<file path="config.mk">
export PLATFORM = sky130hd
export DESIGN_NAME = pipeline_hazard_ctrl
export DESIGN_NICKNAME = d
export VERILOG_FILES = /design/src/rtl/pipeline_hazard_ctrl.sv
export SDC_FILE = /design/constraint.sdc
export NUM_CORES = 1
export LEC_CHECK = 0
export BUFFER_PORTS_ARGS = -buffer_cell sky130_fd_sc_hd__clkbuf_2
export CAP_MARGIN = 15
export CORE_AREA = 8 8 45 47
export CTS_CLUSTER_SIZE = 24
export DETAILED_ROUTE_END_ITERATION = 8
export DIE_AREA = 0 0 53 55
export GPL_TIMING_DRIVEN = 0
export PLACE_DENSITY = 0.68
export SLEW_MARGIN = 20
export SYNTH_ARGS = -nofsm -noshare
export SYNTH_HDL_FRONTEND = slang
export SYNTH_SLANG_ARGS = --single-unit
</file>
<file path="constraint.sdc">
create_clock -name CLK -period 2.4 [get_ports CLK]
set_input_delay 0.36 -clock CLK [delete_from_list [all_inputs] [get_ports CLK]]
set_output_delay 0.36 -clock CLK [all_outputs]
set_load 0.01 [all_outputs]
</file>
<file path="src/rtl/pipeline_hazard_ctrl.sv">
// ----------------------------------------------------------------------------
// pipeline_hazard_ctrl
//
// Purpose:
//   Central sequencer for the pipeline latches (fetch/decode/execute/memory).
//   It drives each latch's en/flush pair and pc_en from the following events:
//   memory wait, load-use, branch/jump redirect and halt. It is a pure control
//   block, so no datapath words pass through it.
//   FSM states: INIT (after reset), RUN, DWAIT (frozen on a data miss) and
//   HALT (absorbing until reset). The state is registered. The latch controls
//   are combinational from the state and the inputs. A latch flush always
//   wins over its enable, so en is never raised together with flush.
//
// Optional feature (macro HAZARD_PERF_EN):
//   Adds the saturating counters stall_cnt, flush_cnt and wait_cnt (CNT_W bits
//   each). The counters freeze in HALT.
//
// Ports:
//   CLK, nRST            clock, asynchronous active-low reset
//   ihit, dhit           instruction / data access complete this cycle
//   mem_dREN, mem_dWEN   MEM-stage load / store in flight
//   ex_dREN, ex_Rt       EX-stage load and its destination register
//   id_Rs, id_Rt         ID-stage source registers
//   pc_redirect          taken branch/jump resolved in EX
//   wb_halt              halt instruction in writeback
//   pc_en                PC update enable
//   {fl,dl,el,ml}_en     latch enables
//   {fl,dl,el,ml}_flush  latch flushes
//   halted               registered; high once a halt has retired
//   stall_cnt, flush_cnt, wait_cnt   (HAZARD_PERF_EN only)
// ----------------------------------------------------------------------------
module pipeline_hazard_ctrl #(
    parameter int REG_W = 5,
    parameter int CNT_W = 32
) (
    input  logic             CLK,
    input  logic             nRST,
    input  logic             ihit,
    input  logic             dhit,
    input  logic             mem_dREN,
    input  logic             mem_dWEN,
    input  logic             ex_dREN,
    input  logic [REG_W-1:0] ex_Rt,
    input  logic [REG_W-1:0] id_Rs,
    input  logic [REG_W-1:0] id_Rt,
    input  logic             pc_redirect,
    input  logic             wb_halt,
    output logic             pc_en,
    output logic             fl_en,
    output logic             fl_flush,
    output logic             dl_en,
    output logic             dl_flush,
    output logic             el_en,
    output logic             el_flush,
    output logic             ml_en,
    output logic             ml_flush,
`ifdef HAZARD_PERF_EN
    output logic [CNT_W-1:0] stall_cnt,
    output logic [CNT_W-1:0] flush_cnt,
    output logic [CNT_W-1:0] wait_cnt,
`endif
    output logic             halted
);

    typedef enum logic [1:0] {INIT, RUN, DWAIT, HALT} state_t;

    state_t state_reg;
    state_t state_next;

    logic mem_busy;
    logic load_use;
    logic redirect_go;
    logic advance;

    // Widths of zero are meaningless for either parameter.
    if (CNT_W < 1 || REG_W < 1) begin : g_param_check
        $error("pipeline_hazard_ctrl: CNT_W and REG_W must be positive");
    end

    assign mem_busy    = (mem_dREN | mem_dWEN) & ~dhit;
    assign load_use    = ex_dREN & (ex_Rt != '0) & ((ex_Rt == id_Rs) | (ex_Rt == id_Rt));
    // A redirect takes effect only together with ihit. Without ihit it stays
    // pending in EX and the miss bubble applies instead.
    assign redirect_go = pc_redirect & ihit;

    // Controls used whenever the back end may advance. This covers both the
    // normal RUN path and the DWAIT release cycle.
    logic adv_pc_en, adv_fl_en, adv_fl_flush, adv_dl_en, adv_dl_flush;
    always_comb begin
        adv_pc_en    = 1'b0;
        adv_fl_en    = 1'b0;
        adv_fl_flush = 1'b0;
        adv_dl_en    = 1'b0;
        adv_dl_flush = 1'b0;
        if (redirect_go) begin
            adv_pc_en    = 1'b1;
            adv_fl_flush = 1'b1;
            adv_dl_flush = 1'b1;
        end else if (!ihit) begin
            adv_fl_flush = 1'b1;
            adv_dl_en    = 1'b1;
        end else if (load_use) begin
            adv_dl_flush = 1'b1;
        end else begin
            adv_pc_en = 1'b1;
            adv_fl_en = 1'b1;
            adv_dl_en = 1'b1;
        end
    end

    always_comb begin
        state_next = state_reg;
        advance    = 1'b0;
        pc_en      = 1'b0;
        fl_en      = 1'b0;
        fl_flush   = 1'b0;
        dl_en      = 1'b0;
        dl_flush   = 1'b0;
        el_en      = 1'b0;
        el_flush   = 1'b0;
        ml_en      = 1'b0;
        ml_flush   = 1'b0;
        case (state_reg)
            INIT: begin
                fl_flush   = 1'b1;
                dl_flush   = 1'b1;
                el_flush   = 1'b1;
                ml_flush   = 1'b1;
                state_next = RUN;
            end
            RUN: begin
                if (wb_halt) begin
                    state_next = HALT;
                end else if (mem_busy) begin
                    state_next = DWAIT;
                end else begin
                    advance = 1'b1;
                end
            end
            DWAIT: begin
                if (dhit) begin
                    advance    = 1'b1;
                    state_next = RUN;
                end
            end
            HALT: begin
                state_next = HALT;
            end
            default: state_next = INIT;
        endcase
        if (advance) begin
            pc_en    = adv_pc_en;
            fl_en    = adv_fl_en;
            fl_flush = adv_fl_flush;
            dl_en    = adv_dl_en;
            dl_flush = adv_dl_flush;
            el_en    = 1'b1;
            ml_en    = 1'b1;
        end
    end

    always_ff @(posedge CLK or negedge nRST) begin
        if (!nRST) begin
            state_reg <= INIT;
            halted    <= 1'b0;
        end else begin
            state_reg <= state_next;
            if (state_reg == RUN && wb_halt) begin
                halted <= 1'b1;
            end
        end
    end

`ifdef HAZARD_PERF_EN
    logic stall_hit, flush_hit, wait_hit;
    assign stall_hit = advance & ~redirect_go & ihit & load_use;
    assign flush_hit = advance & redirect_go;
    // Count memory-frozen cycles only. The DWAIT release cycle moves the
    // pipeline, so it is not counted.
    assign wait_hit  = ((state_reg == RUN) & ~wb_halt & mem_busy) |
                       ((state_reg == DWAIT) & ~dhit);

    always_ff @(posedge CLK or negedge nRST) begin
        if (!nRST) begin
            stall_cnt <= '0;
            flush_cnt <= '0;
            wait_cnt  <= '0;
        end else begin
            if (stall_hit && stall_cnt != '1) stall_cnt <= stall_cnt + 1'b1;
            if (flush_hit && flush_cnt != '1) flush_cnt <= flush_cnt + 1'b1;
            if (wait_hit  && wait_cnt  != '1) wait_cnt  <= wait_cnt  + 1'b1;
        end
    end
`endif

endmodule

</file>
Yosys cells after proc, flatten, opt, wreduce, memory -nomap -nowiden
Cells that the tools add are included.

storage, ports and cells
  flip-flop bits (word level) = 3
  output and inout bits = 10

operators by class
  eq/ne operators = 7
  muxes and demuxes = 26
  bitwise operators = 7
  reductions and logical operators = 4

operator list
  operator              number
  $mux W1               21
  $eq A5 B5 Y1          2
  $pmux W2 S4           1
  $mux W2               3
  $reduce_bool A5 Y1    1
  $and A1 B1 Y1         4
  $eq A2 B2 Y1 const B  2
  $ne A3 B3 Y1 const B  1
  $eq A2 B1 Y1 const B  1
  $logic_not A2 Y1      1
  $ne A2 B2 Y1 const B  1
  $or A1 B1 Y1          2
  $pmux W1 S2           1
  $reduce_and A2 Y1     1
  $logic_and A1 B1 Y1   1
  $not A1 Y1            1

Depth between registers and ports, before layout
Gate-level depths: netlist (run 1).

  depth in word-level cells = 7
  gate-level depth with buffers = 6
  mapped depth without buffers = 6

Least setup slack after synthesis (run 1)
OpenSTA, ideal clock, no wires.

  path kind = register to output
  start = reg state_reg[1]
  end = out dl_flush
  arrival time = 1,650 ps
  setup slack = 390 ps
  stages on the path, launching flop included = 7
  path buffers = 0
  cell sequence = dfrtp_1 inv_1 ha_1 nor2b_1 o211a_1 mux2_2 a21o_1

between the ends
  cells in the longest elaborated chain, start to end = 3
  elaborated cells on any way between the ends = 6
  classes of those cells = eq/ne: 2; mux: 3; reduce/logical: 1

RTL lines
  element                                        RTL line  source
  from (decl)                                    67        state_t state_reg;
  from (signal assigned)                         167       state_reg <= state_next;
  $eq A2 B2 Y1, or another cell as far along     123       case (state_reg)
  $pmux W1 S2 / $mux W1 (equally long branches)  123
  $mux W1 *                                      151       if (advance) begin
  to (decl)                                      52        output logic dl_flush,

Every way passes the cells marked *; elsewhere a longest branch is shown, timed or not.

Worst setup path in the final report (run 1)
Same ends and word-level chain as after synthesis.

==> impl_metrics.tcl, run 1 <==
set metrics [dict create \
    worstPathCellList "inv_1 -> ha_1 -> nor2b_4 -> o211a_4 -> mux2_2 -> a21o_1 -> clkbuf_2" \
    drt_iter0_drc 4 \
    cp_top_family "flip-flops" \
    fin_crit_sh_pct 93.9 \
    die_h_um 55 \
    grt_pass1_vias 503 \
    synth-seq-cells 3 \
    syn-instance-count 51 \
    synth-simple-area-share_pct 17.6 \
    groute.usage.overall_pct 8.97 \
    yosysWarnings 0 \
    fp.coreArea_mm2 0.00138 \
    fin_nets 119 \
    worst_slew_pin_slew_ns 0.324 \
    run_status "completed" \
    grt_max_degree 5 \
    arrival_ns 1.89 \
    viasPerCell 4.61 \
    htreeDepth 1 \
    cpPeakStageDelay_ns 0.39 \
    diodes 0 \
    largest_reg_flops 2 \
    drc_errors 0 \
    cts_sinks 3 \
    nFillCells 153 \
    fin_skew_ns 0.00163 \
    io_pins 34 \
    slew_headroom_pct 78.4 \
    cp.required_ns 2.04 \
    post-route-min-period_ns 2.25 \
    timing.fmax_mhz 444 \
    place_ws_ns 0.216 \
    finalWirelength_um 1260 \
    io_buffers 33 \
    routabilityCongestion 0.749 \
    syn_nets 79 \
    total_leakage_power_nw 0.358 \
    start_kind "register" \
    max_cap_violations 0 \
    antenna_found_initial 0 \
    hold_viol_final 0 \
    die_area_mm2 0.00292 \
    synthMuxAreaShare_pct 2.65 \
    setup_viol 0 \
    clk_pin_slew_ns 0.03 \
    cp-end-kind "output port" \
    peakVddDrop_v 0.000235 \
    clk_latency_ns 0.23 \
    crit_buf_inv 2 \
    seqCellArea_um2 75.1 \
    syn_to_final_growth_pct 57.4 \
    initial_core_util_pct 30.7 \
    worst_hold_path_type "primary input to register" \
    synth.avg_cell_area_um2 8.34 \
    synth_top_family_by_area "compound AO/OA/AOI/OAI gates" \
    root_buffer "clkbuf_4" \
    drive_above_1_share_pct 47.8 \
    synthXorXnorAreaFrac_pct 20.6 \
    vias 489 \
    synth_compound_area_share_pct 22.6 \
    drv_slew 0 \
    finalSetupTns_ns 0 \
    report.power.total_mw 0.343 \
    cts_made_buffers 3 \
    cts_buffer_depth 2 \
    synthesis.area_um2 425 \
    criticalPathCategory "register to output port" \
    dr.pass1.iters 4 \
    gr-total-overflow 0 \
    cts_tree "done" \
    cp_max_fo 4 \
    fp.dieW_um 53 \
    dp_hpwl_um 1090 \
    crit_slowest_cell "dfrtp_1" \
    powerDensity_mw_per_mm2 512 \
    yosys.cell_types.count 24 \
    grt_pass1_wl_um 1990 \
    seq_area_frac_synth_pct 17.6 \
    synth_fa_ha_area_share_pct 11.8 \
    rows 14 \
    rsz0062_at_grt "false" \
    antenna_left 0 \
    multi_input_area_um2 335 \
    routedWlPerCell_um 11.8 \
    setup_slack_ns 0.147 \
]
[where the power goes]
| group | switching (mW) | leakage [nW] | total [mW] | internal (mW) |
|---|---|---|---|---|
| Sequential | 0.00969 | 0.0284 | 0.0720 | 0.0623 |
| Combinational | 0.0919 | 0.314 | 0.186 | 0.0942 |
| Clock | 0.0225 | 0.0150 | 0.0846 | 0.0621 |
[layout by cell type, fill, tap and decap left out]
master	instances
and2_1	2
ha_1	4
o22ai_1	1
clkbuf_2	33
dfrtp_1	3
clkbuf_1	1
xnor2_1	10
a21o_1	2
o21a_1	1
nand2_1	3
o22a_1	1
o211a_4	1
nor2b_4	1
clkbuf_4	3
o21ai_0	2
a31oi_1	3
inv_1	4
buf_4	3
nand2b_1	1
nand3_1	2
a21oi_1	1
mux2_2	1
dlygate4sd3_1	1
a211oi_1	1
o21bai_1	1
nor2_1	1
and3_4	1
nor2b_1	1
or4_1	1
[per-stage QoR]
stage                     hold slack, ns  instance area (um^2)  util (%)  instances
final                              0.399                   669      48.4        106
after global routing               0.413                   669      48.4        106
after CTS                          0.363                   654      47.3        106
after detailed placement           0.160                   611      44.1        100
after global placement             0.156                   611      44.1        100
after floorplan                   0.0644                   425         -         51
[worst reg2reg max path, delay by kind of cell (launching register included)]
family / cells / cell delay [ns]
AO/OA/AOI/OAI: 2 / 0.41
buffers and inverters: 1 / 0.08
adder cells (fa/ha/maj): 1 / 0.21
AND/OR/NAND/NOR: 2 / 0.22
flip-flops: 1 / 0.36
[cells in the mapped netlist]
cell type,number,area [um^2]
o21ai_0,2,10.0
dfrtp_1,3,75.1
and2_1,2,12.5
a211oi_1,1,7.51
and3_4,1,11.3
a21oi_1,1,5.00
o211a_1,1,10.0
o22a_1,1,8.76
nand2_1,3,11.3
ha_1,4,50.1
o22ai_1,1,6.26
mux2_2,1,11.3
nor2b_1,2,12.5
inv_1,4,15.0
buf_4,2,15.0
a31oi_1,3,18.8
o21a_1,1,7.51
a21o_1,2,15.0
or4_1,1,7.51
xnor2_1,10,87.6
nand3_1,2,10.0
nand2b_1,1,6.26
nor2_1,1,3.75
o21bai_1,1,7.51
[area by class of cell]
class | instances | area share, %
plain buffers | 2 | 2.24
flip-flops and latches | 3 | 11.2
clock buffers | 4 | 3.93
well taps | 16 | 2.99
inverters | 4 | 2.24
multi-input cells | 42 | 50.1
repair buffers | 35 | 27.3
[final timing paths]
| check | to | from | slack [ns] | cells after the start |
|---|---|---|---|---|
| setup / recovery | dl_flush | state_reg[1]$_DFFE_PN0P_ | 0.15 | 7 |
| hold reg to reg | halted$_DFFE_PN0P_ | halted$_DFFE_PN0P_ | 0.46 | 1 |
| hold / removal | halted$_DFFE_PN0P_ | wb_halt | 0.40 | 2 |
| setup reg to reg | state_reg[0]$_DFFE_PN0P_ | state_reg[1]$_DFFE_PN0P_ | 1.04 | 6 |
| min in group asynchronous | halted$_DFFE_PN0P_ | nRST | 0.46 | 2 |
| max in group asynchronous | state_reg[0]$_DFFE_PN0P_ | nRST | 1.83 | 2 |
[what timing repair did]
| item | in CTS | in global routing |
|---|---|---|
| hold endpoints to repair | 3 | 0 |
| resized for setup | 0 | 3 |
| setup endpoints to repair | 1 | 3 |
| hold buffers | 1 | 0 |
| setup buffers | 1 | 0 |
| pin swaps | 1 | 1 |
[per-layer routing]
layer / global-route usage (%) / wire (um) / vias up
li1: - / - / 256
met1: 9.13 / 436 / 223
met2: 16.6 / 737 / 10
met3: 1.87 / 81 / 0
met4: 5.17 / 0 / 0
met5: 0 / 0 / -
[logic make-up (layout without fill, tap and decap cells)]
| group | count (synthesis) | count (layout) |
|---|---|---|
| AO/OA/AOI/OAI | 14 | 14 |
| XOR/XNOR | 10 | 10 |
| adder cells (fa/ha/maj) | 4 | 4 |
| buffers and inverters | 6 | 45 |
| flip-flops | 3 | 3 |
| multiplexers | 1 | 1 |
| AND/OR/NAND/NOR | 13 | 13 |
Power figures use the tool's default switching activity.
==> inputs of run 2 (changes only) <==
ABC_CLOCK_PERIOD_IN_PS = 2400   (was default)
CELL_PAD_IN_SITES_DETAIL_PLACEMENT = 1   (was default)
CELL_PAD_IN_SITES_GLOBAL_PLACEMENT = 2   (was default)
CORE_AREA = default   (was 8 8 45 47)
CORE_MARGIN = 8   (was default)
CORE_UTILIZATION = 18   (was default)
DIE_AREA = default   (was 0 0 53 55)
PLACE_DENSITY = default   (was 0.68)
PLACE_DENSITY_LB_ADDON = 0.1   (was default)
==> run 2 against run 1 <==
  * Register-to-register slack barely moved
  * Clock skew is 0.0017 ns higher
  * Sequential share of layout area shrank 0.29 points
  * Utilization decreased by 18 points
  * Final area grew 2.6%
  * Non-clock buffer count increased by 1
==> impl_metrics.tcl, run 2 (synthesized netlist as in run 1, its figures left out) <==
set metrics [dict create \
    die_area_mm2 0.00418 \
    fp.coreArea_mm2 0.00223 \
    holdPathStages 2 \
    whs_ns 0.380 \
    vias 495 \
    powerDensity_mw_per_mm2 508 \
    hold_viol_final 0 \
    startpoint "state_reg[1]$_DFFE_PN0P_" \
    worst_hold_path_type "primary input to register" \
    final_cells 119 \
    drc_errors 0 \
    nFillCells 296 \
    arrival_ns 1.93 \
    clk_latency_ns 0.23 \
    worst_slew_pin_slew_ns 0.357 \
    finalWirelength_um 1390 \
    routabilityCongestion 0.695 \
    root_buffer "clkbuf_4" \
    global_route.usage.met1_pct 7.78 \
    initial_core_util_pct 19.0 \
    hold-path-endpoint "halted$_DFFE_PN0P_" \
    dr.pass1.iters 3 \
    grt_pass1_vias 533 \
    cts_tree "done" \
    rsz0062_at_grt "false" \
    io_pins 34 \
    grt_use_met2_pct 10.1 \
    syn_to_final_growth_pct 61.5 \
    clk_pin_slew_ns 0.04 \
    place_ws_ns 0.104 \
    cts_sinks 3 \
    finalSetupTns_ns 0 \
    final_common_cell "clkbuf_2" \
    gr-total-overflow 0 \
    cp.required_ns 2.04 \
    max_cap_violations 0 \
    viasPerCell 4.16 \
    mostFrequentLayoutCells "clkbuf_2 (33), xnor2_1 (10), buf_4 (4)" \
    fin_crit_sh_pct 95.4 \
    busiest_layer "met2" \
    peakVddDrop_v 0.000298 \
    rows 17 \
    die_h_um 64.6 \
    drive_above_1_share_pct 49.5 \
    io_buffers 33 \
    run_status "completed" \
    cp_max_fo 4 \
    total_leakage_power_nw 0.367 \
    grt_pass1_wl_um 2250 \
    fp.dieW_um 64.6 \
    cts_buffer_depth 2 \
    timing.fmax_mhz 437 \
    routedWlPerCell_um 11.7 \
    ff2ff_setup_slack_ns 1.03 \
    start_kind "register" \
    use_met3_pct 1.89 \
    antenna_left 0 \
    r2r_cells 6 \
    regToRegEndpoint "state_reg[0]$_DFFE_PN0P_" \
    htreeDepth 1 \
    r2r_start "state_reg[0]$_DFFE_PN0P_" \
    post-route-min-period_ns 2.29 \
    cp-end-kind "output port" \
    groute.usage.overall_pct 6.63 \
    largest_reg_flops 2 \
    criticalPathCategory "register to output port" \
    fin_nets 120 \
    slew_headroom_pct 76.2 \
    antenna_found_initial 0 \
    grt_max_degree 5 \
    setup_viol 0 \
    report.power.total_mw 0.349 \
    drv_slew 0 \
    setup_slack_ns 0.111 \
    dp_cells 112 \
    fin_skew_ns 0.00329 \
    diodes 0 \
    cts_made_buffers 3 \
    drt_iter0_drc 11 \
    hp-start "wb_halt" \
]
[run 2: changes by cell type in the layout (fill, tap and decap cells not counted)]
cell,previous run,this run
o211a_4,1,0
ha_1,4,3
ha_2,0,1
inv_1,4,3
o211a_1,0,1
inv_2,0,1
buf_4,3,4
[run 2: how the worst max path moves through the flow]
stage,slack [ns],to,depth (start not counted)
2_1_floorplan,0.39,dl_flush,6
3_5_place_dp,0.10,dl_flush,7
4_1_cts,0.03,dl_flush,7
3_3_place_gp,0.12,dl_flush,7
6_report,0.11,dl_flush,7
5_1_grt,0.02,dl_flush,7
[run 2: power by group]
part	switching, mW	internal, mW
sequential	0.0124	0.0623
combinational	0.0916	0.0951
clock	0.0252	0.0622
[run 2: through the flow]
step	instance area, um^2	util, %
finish	687	30.8
global route	687	30.8
CTS	679	30.4
detailed placement	626	28.0
global placement	626	28.0
floorplan	425	-
[run 2: final cells by class]
class	count	area, um^2	area share [%]
Buffer	2	15.0	2.19
Tap cell	28	35.0	5.10
Sequential cell	3	75.1	10.9
Timing Repair Buffer	36	190	27.7
Inverter	4	15.0	2.19
Multi-Input combinational cell	42	330	48.1
Clock buffer	4	26.3	3.83
[run 2: worst max-delay path, stage by stage (launching register included)]
cell,delay [ns]
dfrtp_1,0.40
inv_2,0.09
ha_2,0.19
nor2b_4,0.17
o211a_1,0.23
mux2_2,0.34
a21o_1,0.15
clkbuf_2,0.12
[run 2: layer usage]
metal / vias up / share of wire, %
met1: 212 / 45
met2: 22 / 44
met4: 0 / 2.4
li1: 257 / -
met3: 4 / 8.7
met5: - / 0
[run 2: what timing repair did]
item | CTS | global route
hold buffers | 1 | 0
hold endpoints to repair | 3 | 0
resized for setup | 1 | 3
endpoints found under the setup margin | 2 | 1
pin swaps | 1 | 1
cloned | 0 | 0
setup buffers | 2 | 0
